## src/rtl/irq_gen_mc.sv

```systemverilog
`default_nettype none
// ============================================================================
// Module   : irq_gen_mc
// Brief    : Multi-channel Rx interrupt generator. Each channel runs a small
//            FSM that watches delayed pointer-update strobes and hw/sw pointer
//            mismatch; a round-robin arbiter presents one request at a time
//            to the MSI sender on a registered irq_req/irq_vec handshake.
// Options  : IRQ_GEN_HOLDOFF_EN - builds per-channel holdoff counters loaded
//            from irq_holdoff. When undefined no counter is built,
//            irq_holdoff is ignored and HOLD always lasts one cycle.
// Revision : 1.0 - initial release
// ============================================================================
module irq_gen_mc #(
    parameter int  NUM_CH = 4,
    parameter int  PTR_W  = 64,
    parameter int  TMR_W  = 16,
    localparam int VEC_W  = (NUM_CH > 1) ? $clog2(NUM_CH) : 1
) (
    input  logic                    clk,
    input  logic                    rst_n,
    input  logic [NUM_CH-1:0]       hst_rdy,
    input  logic [NUM_CH-1:0]       hw_ptr_update,
    input  logic [NUM_CH*PTR_W-1:0] hw_ptr,
    input  logic [NUM_CH*PTR_W-1:0] sw_ptr,
    input  logic [TMR_W-1:0]        irq_holdoff,
    output logic                    irq_req,
    output logic [VEC_W-1:0]        irq_vec,
    input  logic                    irq_ack
);

    typedef enum logic [1:0] {
        ST_IDLE  = 2'd0,
        ST_ARMED = 2'd1,
        ST_REQ   = 2'd2,
        ST_HOLD  = 2'd3
    } state_e;

    // After reset the search starts at channel 0.
    localparam logic [VEC_W-1:0] C_RR_INIT = VEC_W'(NUM_CH - 1);

    state_e            state_q [NUM_CH];
    state_e            state_d [NUM_CH];

    logic [NUM_CH-1:0] upd_d1_q;
    logic [NUM_CH-1:0] upd_d2_q;
    logic [NUM_CH-1:0] upd_d2_d;
    logic [NUM_CH-1:0] pend_q;
    logic [NUM_CH-1:0] pend_d;

    logic              irq_req_q;
    logic [VEC_W-1:0]  irq_vec_q;
    logic [VEC_W-1:0]  rr_q;

    logic [NUM_CH-1:0] mism_w;
    logic [NUM_CH-1:0] pres_w;
    logic [NUM_CH-1:0] ack_w;
    logic [NUM_CH-1:0] want_w;
    logic [NUM_CH-1:0] idle_w;
    logic [NUM_CH-1:0] elig_w;
    logic [NUM_CH-1:0] hold_done_w;
    logic [NUM_CH-1:0] hold_load_w;
    logic [NUM_CH-1:0] hold_dec_w;

    logic              gnt_found;
    logic [VEC_W-1:0]  gnt_idx;
    logic [VEC_W-1:0]  gnt_cand;

    // Per-channel combinational status. The delayed strobe and the sticky
    // pend flag are both held at zero while the channel is IDLE so that
    // updates seen with the host not ready never turn into a stale IRQ.
    for (genvar i = 0; i < NUM_CH; i++) begin : g_ch
        assign mism_w[i]   = (hw_ptr[i*PTR_W +: PTR_W] != sw_ptr[i*PTR_W +: PTR_W]);
        assign pres_w[i]   = irq_req_q && (irq_vec_q == VEC_W'(i));
        assign ack_w[i]    = pres_w[i] & irq_ack;
        assign idle_w[i]   = (state_q[i] == ST_IDLE);
        assign want_w[i]   = pend_q[i] | upd_d2_q[i] | mism_w[i];
        assign elig_w[i]   = (state_q[i] == ST_REQ) & hst_rdy[i];
        assign upd_d2_d[i] = ~idle_w[i] & upd_d1_q[i];
        // A new update wins over a simultaneous ack clear.
        assign pend_d[i]   = ~idle_w[i] & (upd_d2_q[i] | (pend_q[i] & ~ack_w[i]));
    end

`ifdef IRQ_GEN_HOLDOFF_EN
    for (genvar i = 0; i < NUM_CH; i++) begin : g_hold
        logic [TMR_W-1:0] cnt_q;

        // Holdoff countdown: loaded on ack, decremented while held off
        always_ff @(posedge clk or negedge rst_n) begin
            if (!rst_n) begin
                cnt_q <= '0;
            end else if (hold_load_w[i]) begin
                cnt_q <= irq_holdoff;
            end else if (hold_dec_w[i]) begin
                cnt_q <= cnt_q - 1'b1;
            end
        end

        assign hold_done_w[i] = (cnt_q == '0);
    end
`else
    // Without counters HOLD always lasts exactly one cycle.
    assign hold_done_w = '1;

    logic unused_hold;
    assign unused_hold = ^{irq_holdoff, hold_load_w, hold_dec_w};
`endif

    // Per-channel next state plus holdoff load/decrement strobes
    always_comb begin
        hold_load_w = '0;
        hold_dec_w  = '0;
        for (int i = 0; i < NUM_CH; i++) begin
            state_d[i] = state_q[i];
            case (state_q[i])
                ST_IDLE: begin
                    if (hst_rdy[i]) state_d[i] = ST_ARMED;
                end
                ST_ARMED: begin
                    if (!hst_rdy[i])    state_d[i] = ST_IDLE;
                    else if (want_w[i]) state_d[i] = ST_REQ;
                end
                ST_REQ: begin
                    // A presented request always completes its handshake,
                    // even if the host drops ready meanwhile.
                    if (pres_w[i]) begin
                        if (irq_ack) begin
                            hold_load_w[i] = 1'b1;
                            state_d[i]     = hst_rdy[i] ? ST_HOLD : ST_IDLE;
                        end
                    end else if (!hst_rdy[i]) begin
                        state_d[i] = ST_IDLE;
                    end
                end
                ST_HOLD: begin
                    if (!hst_rdy[i]) begin
                        state_d[i] = ST_IDLE;
                    end else if (hold_done_w[i]) begin
                        state_d[i] = want_w[i] ? ST_REQ : ST_ARMED;
                    end else begin
                        hold_dec_w[i] = 1'b1;
                    end
                end
                default: state_d[i] = ST_IDLE;
            endcase
        end
    end

    // Channel delay line, sticky pend flags and FSM state registers
    always_ff @(posedge clk or negedge rst_n) begin
        if (!rst_n) begin
            upd_d1_q <= '0;
            upd_d2_q <= '0;
            pend_q   <= '0;
            for (int i = 0; i < NUM_CH; i++) state_q[i] <= ST_IDLE;
        end else begin
            upd_d1_q <= hw_ptr_update;
            upd_d2_q <= upd_d2_d;
            pend_q   <= pend_d;
            for (int i = 0; i < NUM_CH; i++) state_q[i] <= state_d[i];
        end
    end

    // Round-robin search starting one past the last granted channel. Only
    // channels that will still be in REQ next cycle are eligible.
    always_comb begin
        gnt_found = 1'b0;
        gnt_idx   = rr_q;
        gnt_cand  = rr_q;
        for (int k = 1; k <= NUM_CH; k++) begin
            gnt_cand = VEC_W'((int'(rr_q) + k) % NUM_CH);
            if (!gnt_found && elig_w[gnt_cand]) begin
                gnt_found = 1'b1;
                gnt_idx   = gnt_cand;
            end
        end
    end

    // Registered request/vector; one outstanding request, dropped after ack
    always_ff @(posedge clk or negedge rst_n) begin
        if (!rst_n) begin
            irq_req_q <= 1'b0;
            irq_vec_q <= '0;
            rr_q      <= C_RR_INIT;
        end else if (irq_req_q) begin
            if (irq_ack) irq_req_q <= 1'b0;
        end else if (gnt_found) begin
            irq_req_q <= 1'b1;
            irq_vec_q <= gnt_idx;
            rr_q      <= gnt_idx;
        end
    end

    assign irq_req = irq_req_q;
    assign irq_vec = irq_vec_q;

endmodule
`default_nettype wire

```

## config.mk

```make
export PLATFORM = sky130hd
export DESIGN_NAME = irq_gen_mc
export DESIGN_NICKNAME = d
export VERILOG_FILES = /design/src/rtl/irq_gen_mc.sv
export SDC_FILE = /design/constraint.sdc
export NUM_CORES = 1
export LEC_CHECK = 0
export ABC_AREA = 1
export CORE_AREA = 2 2 211 213
export DETAILED_ROUTE_END_ITERATION = 8
export DIE_AREA = 0 0 213 215
export GPL_TIMING_DRIVEN = 0
export HOLD_SLACK_MARGIN = 0.12
export MAX_ROUTING_LAYER = met4
export PLACE_DENSITY = 0.42
export SYNTH_ARGS = -nofsm -noshare
export SYNTH_HDL_FRONTEND = slang
export SYNTH_SLANG_ARGS = --single-unit
```

## constraint.sdc

```tcl
create_clock -name clk -period 2.8 [get_ports clk]
set_clock_uncertainty 0.15 [all_clocks]
set_input_delay 0.42 -clock clk [delete_from_list [all_inputs] [get_ports clk]]
set_output_delay 0.42 -clock clk [all_outputs]
set_load 0.05 [all_outputs]
```

* Yosys cells after proc, flatten, opt, wreduce, memory -nomap -nowiden
Index checks and enable logic that the tools add are counted.
** Operators by class
- Bitwise operators :: 41
- Order comparisons :: 4
- Add/sub/neg operators :: 4
- Eq/ne operators :: 35
- Reductions and logical operators :: 20
- Muxes and demuxes :: 59
** Operators by type and width (count)
- $ne A64 B64 Y1 :: 4
- $mux W2 :: 40
- $ne A3 B3 Y1 const B :: 12
- $pmux W2 S4 :: 4
- $and A1 B1 Y1 :: 20
- $eq A2 B2 Y1 const B :: 10
- $reduce_and A4 Y1 :: 4
- $lt A2 B3 Y1 const B :: 4
- $or A1 B1 Y1 :: 12
- $mux W1 :: 11
- $eq A2 B1 Y1 const B :: 5
- $logic_not A2 Y1 :: 5
- $not A1 Y1 :: 9
- $bmux W1 S2 :: 4
- $ne A2 B2 Y1 const B :: 4
- $logic_and A1 B1 Y1 :: 7
- $add A2 B1 Y2 const B :: 2
- $add A2 B2 Y2 const B :: 2
- $logic_not A1 Y1 :: 3
- $reduce_and A2 Y1 :: 1
** Word-level totals
- Output and inout bits :: 3
- Register bits after elaboration :: 25

* Logic depth before layout (Yosys ltp)
- Word-level depth :: 16
- Depth in mapped cells :: 13
- Gate-level depth less buffers :: 13

* Worst setup path before layout
Ideal clock, no wire load.
- Path type :: register -> register
- Start point :: register irq_req_q, in the netlist irq_req
- End point :: register state_q[5] in the netlist's numbering
- Stages on the path, launching flop included :: 8
- Arrival :: 1.655 ns
- Setup slack :: 0.872 ns
- Clock period less this slack :: 1.928 ns
- Cell sequence :: dfrtp_1 -> inv_1 -> nor3_1 -> inv_1 -> a221oi_1 -> inv_1 -> o21ai_0 -> nand2_1
** Between the ends
- Cells in the longest elaborated chain, start to end :: 3
** Ends and longest elaborated chain
- start, declared :: RTL line 50 : logic irq_req_q;
- start signal, assigned :: RTL line 181 : irq_req_q <= 1'b0;
- start signal, assigned :: RTL line 185 : if (irq_ack) irq_req_q <= 1'b0;
- start signal, assigned :: RTL line 187 : irq_req_q <= 1'b1;
- $logic_and A1 B1 Y1 (*) :: RTL line 73 : assign pres_w[i] = irq_req_q && (irq_vec_q == VEC_W'(i));
- $ne A3 B3 Y1 (no source line) / $mux W2 (equally long branches)
- $reduce_and A4 Y1 (no source line) / $pmux W2 S4 (equally long branches)
- end, declared :: RTL line 41 : state_e state_q [NUM_CH];
Every way passes the cells marked *; elsewhere a longest branch is shown, timed or not.
A chain may end at the register's enable or synchronous reset.

* Worst setup path after layout
- Start point :: input port sw_ptr[101]
- End point :: register state_q[5] in the netlist's numbering
** Between the ends
- Cells in the longest elaborated chain, start to end :: 5
** Ends and longest elaborated chain
- start, declared :: RTL line 24 : input logic [NUM_CH*PTR_W-1:0] sw_ptr,
- $ne A64 B64 Y1 (*) :: RTL line 72 : assign mism_w[i] = (hw_ptr[i*PTR_W +: PTR_W] != sw_ptr[i*PTR_W +: PTR_W]);
- $or A1 B1 Y1 (*) :: RTL line 76 : assign want_w[i] = pend_q[i] | upd_d2_q[i] | mism_w[i];
- $mux W2 :: RTL line 138 : state_d[i] = want_w[i] ? ST_REQ : ST_ARMED;
- $mux W2 :: RTL line 135 : if (!hst_rdy[i]) begin
- $pmux W2 S4 :: RTL line 114 : case (state_q[i])
Marked as above.

==> results.ini <==
[outcome]
status = finished clean

[routing]
drc = 0
vias_per_cell = 3.58
ant_nets = 0
routed_wl_mm = 27.1
wire_per_inst_um = 12.2
drtIter0Drc = 258
dr.pass1.iters = 4
num_vias = 7953

[logic_synthesis]
syn_nets = 1636
synth.distinct_cells = 29
syn_area_sq_um = 5510
synth-seq-area-share = 0.114
avgSynthCellArea_sq_um = 5.02
syn_inst = 1097
yosysWarnings = 0
ys_seq_elements = 25

[setup_path]
cp_num_buf_inv = 2
start_kind = input port
arrival_ps = 2180
cp_common_cell = nor2_1
cpLargestDelayFamily = simple AND/OR/NAND/NOR gates
critical_path.endpoint_type = flop
cp_max_fo = 3
critPathSlowestCell = clkdlybuf4s50_1
critPathRequiredTime_ps = 2810
cpPeakStageDelay_ps = 480
path_class = in2reg
path_cells = clkdlybuf4s50_1 > inv_1 > nand2_1 > o21ai_0 > nor2_1 > nand3_1 > nor2_1 > nand2_1 > nor2_1 > nand3_1 > nor2_1 > nor2_1 > nand2_1 > nand2_1

[global_routing]
grt_use_total = 0.115
overflow = 0
grt_start_max_net_pins = 26
first_global_vias = 7894
antenna_found_initial = 2
grt_pass1_wl_mm = 39.6

[placed_design]
place.gp.congestion = 0.807
hpwl_mm = 25.2
placed_area_sq_um = 11500
io_buffers = 525
pre_cts_ws_ps = 290

[power_and_ir_drop]
swShare = 0.414
switchingPower_mw = 1.35
internal_power_mw = 1.91
clkPwrFrac = 0.105
p_seq_frac = 0.195
total_leakage_power_nw = 5.36
power_mw = 3.26
p_per_area_nw_per_um2 = 281
vdd_drop_max_mv = 0.256
p_comb_frac = 0.700

[sta]
holdWs_ps = 322
layout_min_cycle_time_ps = 2170
fin_crit_sh = 0.774
slew_viol_final = 0
setup_tns_ps = 0
final_hold_viol_count = 0
tightestPinTransition_ps = 641
fin_ws_ps = 634
setup_violations = 0
rsz0062_at_grt = no
maxSlewHeadroom = 0.573
max_freq_mhz = 462

[clocking]
clock_latency_ps = 270
clk_pin_slew_ps = 70
cts_sinks = 25
cts.htree.levels = 1
post_cts_buffers = 0
clockRootBuffer = clkbuf_16
cts_buffers = 3
clockBufferDepth = 2
cts_tree = built

[layout]
fin_area_sq_um = 11600
fin_nets = 2167
final_common_cell = clkdlybuf4s50_1
area_growth_syn_to_layout_pct = 110
drive_gt1_frac = 0.0215
layout_common_cells = 524 x clkdlybuf4s50_1, 334 x nand2_1, 248 x inv_1

[floorplanning]
dieWidth_um = 213
io_pins = 542
core-area_sq_um = 43600
start_util = 0.126
die-area_sq_um = 45800
rows = 77
dieHeight_um = 215

[job]
maxCapViolCount = 0

[min_path]
min_path_type = reg2reg

cell usage after synthesis:
| master | n | share of area |
|---|---|---|
| dfstp_2 | 2 | 0.0095 |
| nand2_1 | 334 | 0.23 |
| xnor2_1 | 48 | 0.076 |
| a221oi_1 | 1 | 0.0016 |
| or2_2 | 12 | 0.014 |
| a21oi_4 | 1 | 0.0030 |
| xor2_1 | 47 | 0.075 |
| a21oi_2 | 1 | 0.0016 |
| o21ai_2 | 1 | 0.0016 |
| nor2_1 | 176 | 0.12 |
| inv_2 | 4 | 0.0027 |
| nor4_1 | 1 | 0.0011 |
| nand4_1 | 19 | 0.022 |
| nor2_2 | 3 | 0.0034 |
| nor2_4 | 1 | 0.0020 |
| nand2_2 | 3 | 0.0034 |
| o22ai_1 | 5 | 0.0057 |
| nand3b_1 | 6 | 0.0082 |
| and2_4 | 1 | 0.0016 |
| o21ai_0 | 82 | 0.074 |
| inv_1 | 248 | 0.17 |
| o21a_1 | 1 | 0.0014 |
| dfrtp_1 | 23 | 0.10 |
| a21oi_1 | 7 | 0.0064 |
| o21ai_1 | 8 | 0.0073 |
| nor3_1 | 29 | 0.026 |
| a31oi_1 | 3 | 0.0034 |
| nand3_1 | 29 | 0.026 |
| nand3_2 | 1 | 0.0018 |
metrics by stage:
stage,util,std cells
floorplan,-,1097
global placement,0.264,2214
detailed placement,0.263,2214
CTS,0.266,2219
global route,0.266,2221
finish,0.266,2221
repair_timing:
item | CTS | global route
resized for setup | 0 | 0
hold buffers | 1 | 0
setup endpoints to repair | 0 | 0
hold endpoints to repair | 23 | 0
state kept, by name, summed over array words and instances (netlist names):
name / cells
upd_d2_q: 4
rr_q: 2
irq_vec: 2
pend_q: 4
irq_req: 1
upd_d1_q: 4
state_q: 8
final cells by class:
type,instances,area [sq um]
Fill cell,4922,32000
Antenna cell,2,5.00
Inverter,252,946
Tap cell,592,741
Timing Repair Buffer,526,5260
Multi-Input combinational cell,820,3940
Clock inverter,1,5.00
Sequential cell,25,628
Clock buffer,3,75.1
worst paths after layout:
kind	start	endpoint	slack (ps)	depth (start not counted)
setup reg to reg	upd_d2_q[1]	state_q[5]	840	11
min in group asynchronous	rst_n	upd_d1_q[2]	570	2
setup / recovery	sw_ptr[101]	state_q[5]	630	14
max in group asynchronous	rst_n	state_q[0]	1500	2
hold reg to reg	upd_d1_q[0]	upd_d2_q[0]	320	2
hold / removal	upd_d1_q[0]	upd_d2_q[0]	320	2
power groups by stage:
stage / combinational (mW) / clock (mW) / sequential [mW]
4_1_cts: 2.32 / 0.369 / 0.636
3_3_place_gp: 2.28 / 0 / 0.638
3_5_place_dp: 2.31 / 0 / 0.642
6_report: 2.28 / 0.342 / 0.636
2_1_floorplan: 1.12 / 0 / 0.693
5_1_grt: 2.56 / 0.383 / 0.659
per-layer routing:
layer	up-vias	global-route usage	part of all wire
met3	10	0.0231	0.079
met5	-	-	0
li1	4351	-	-
met1	3306	0.119	0.38
met2	286	0.227	0.53
met4	0	0.0147	0.0074
worst register-to-register path, stage by stage (launching register included):
cell	delay, ps
dfrtp_1	380
nor2_1	200
o21a_1	160
nand3b_1	80
nor2_1	120
nand2_1	80
nor2_1	220
nand3_1	160
nor2_1	150
nor2_1	70
nand2_1	60
nand2_1	50
cell families after synthesis:
logic type | Yosys count | share of synthesized area
AND/OR/NAND/NOR | 615 | 0.457
buffers and inverters | 252 | 0.172
AO/OA/AOI/OAI | 110 | 0.106
XOR/XNOR | 95 | 0.151
flip-flops | 25 | 0.114
Note: power is estimated with default switching activity, not from simulation.
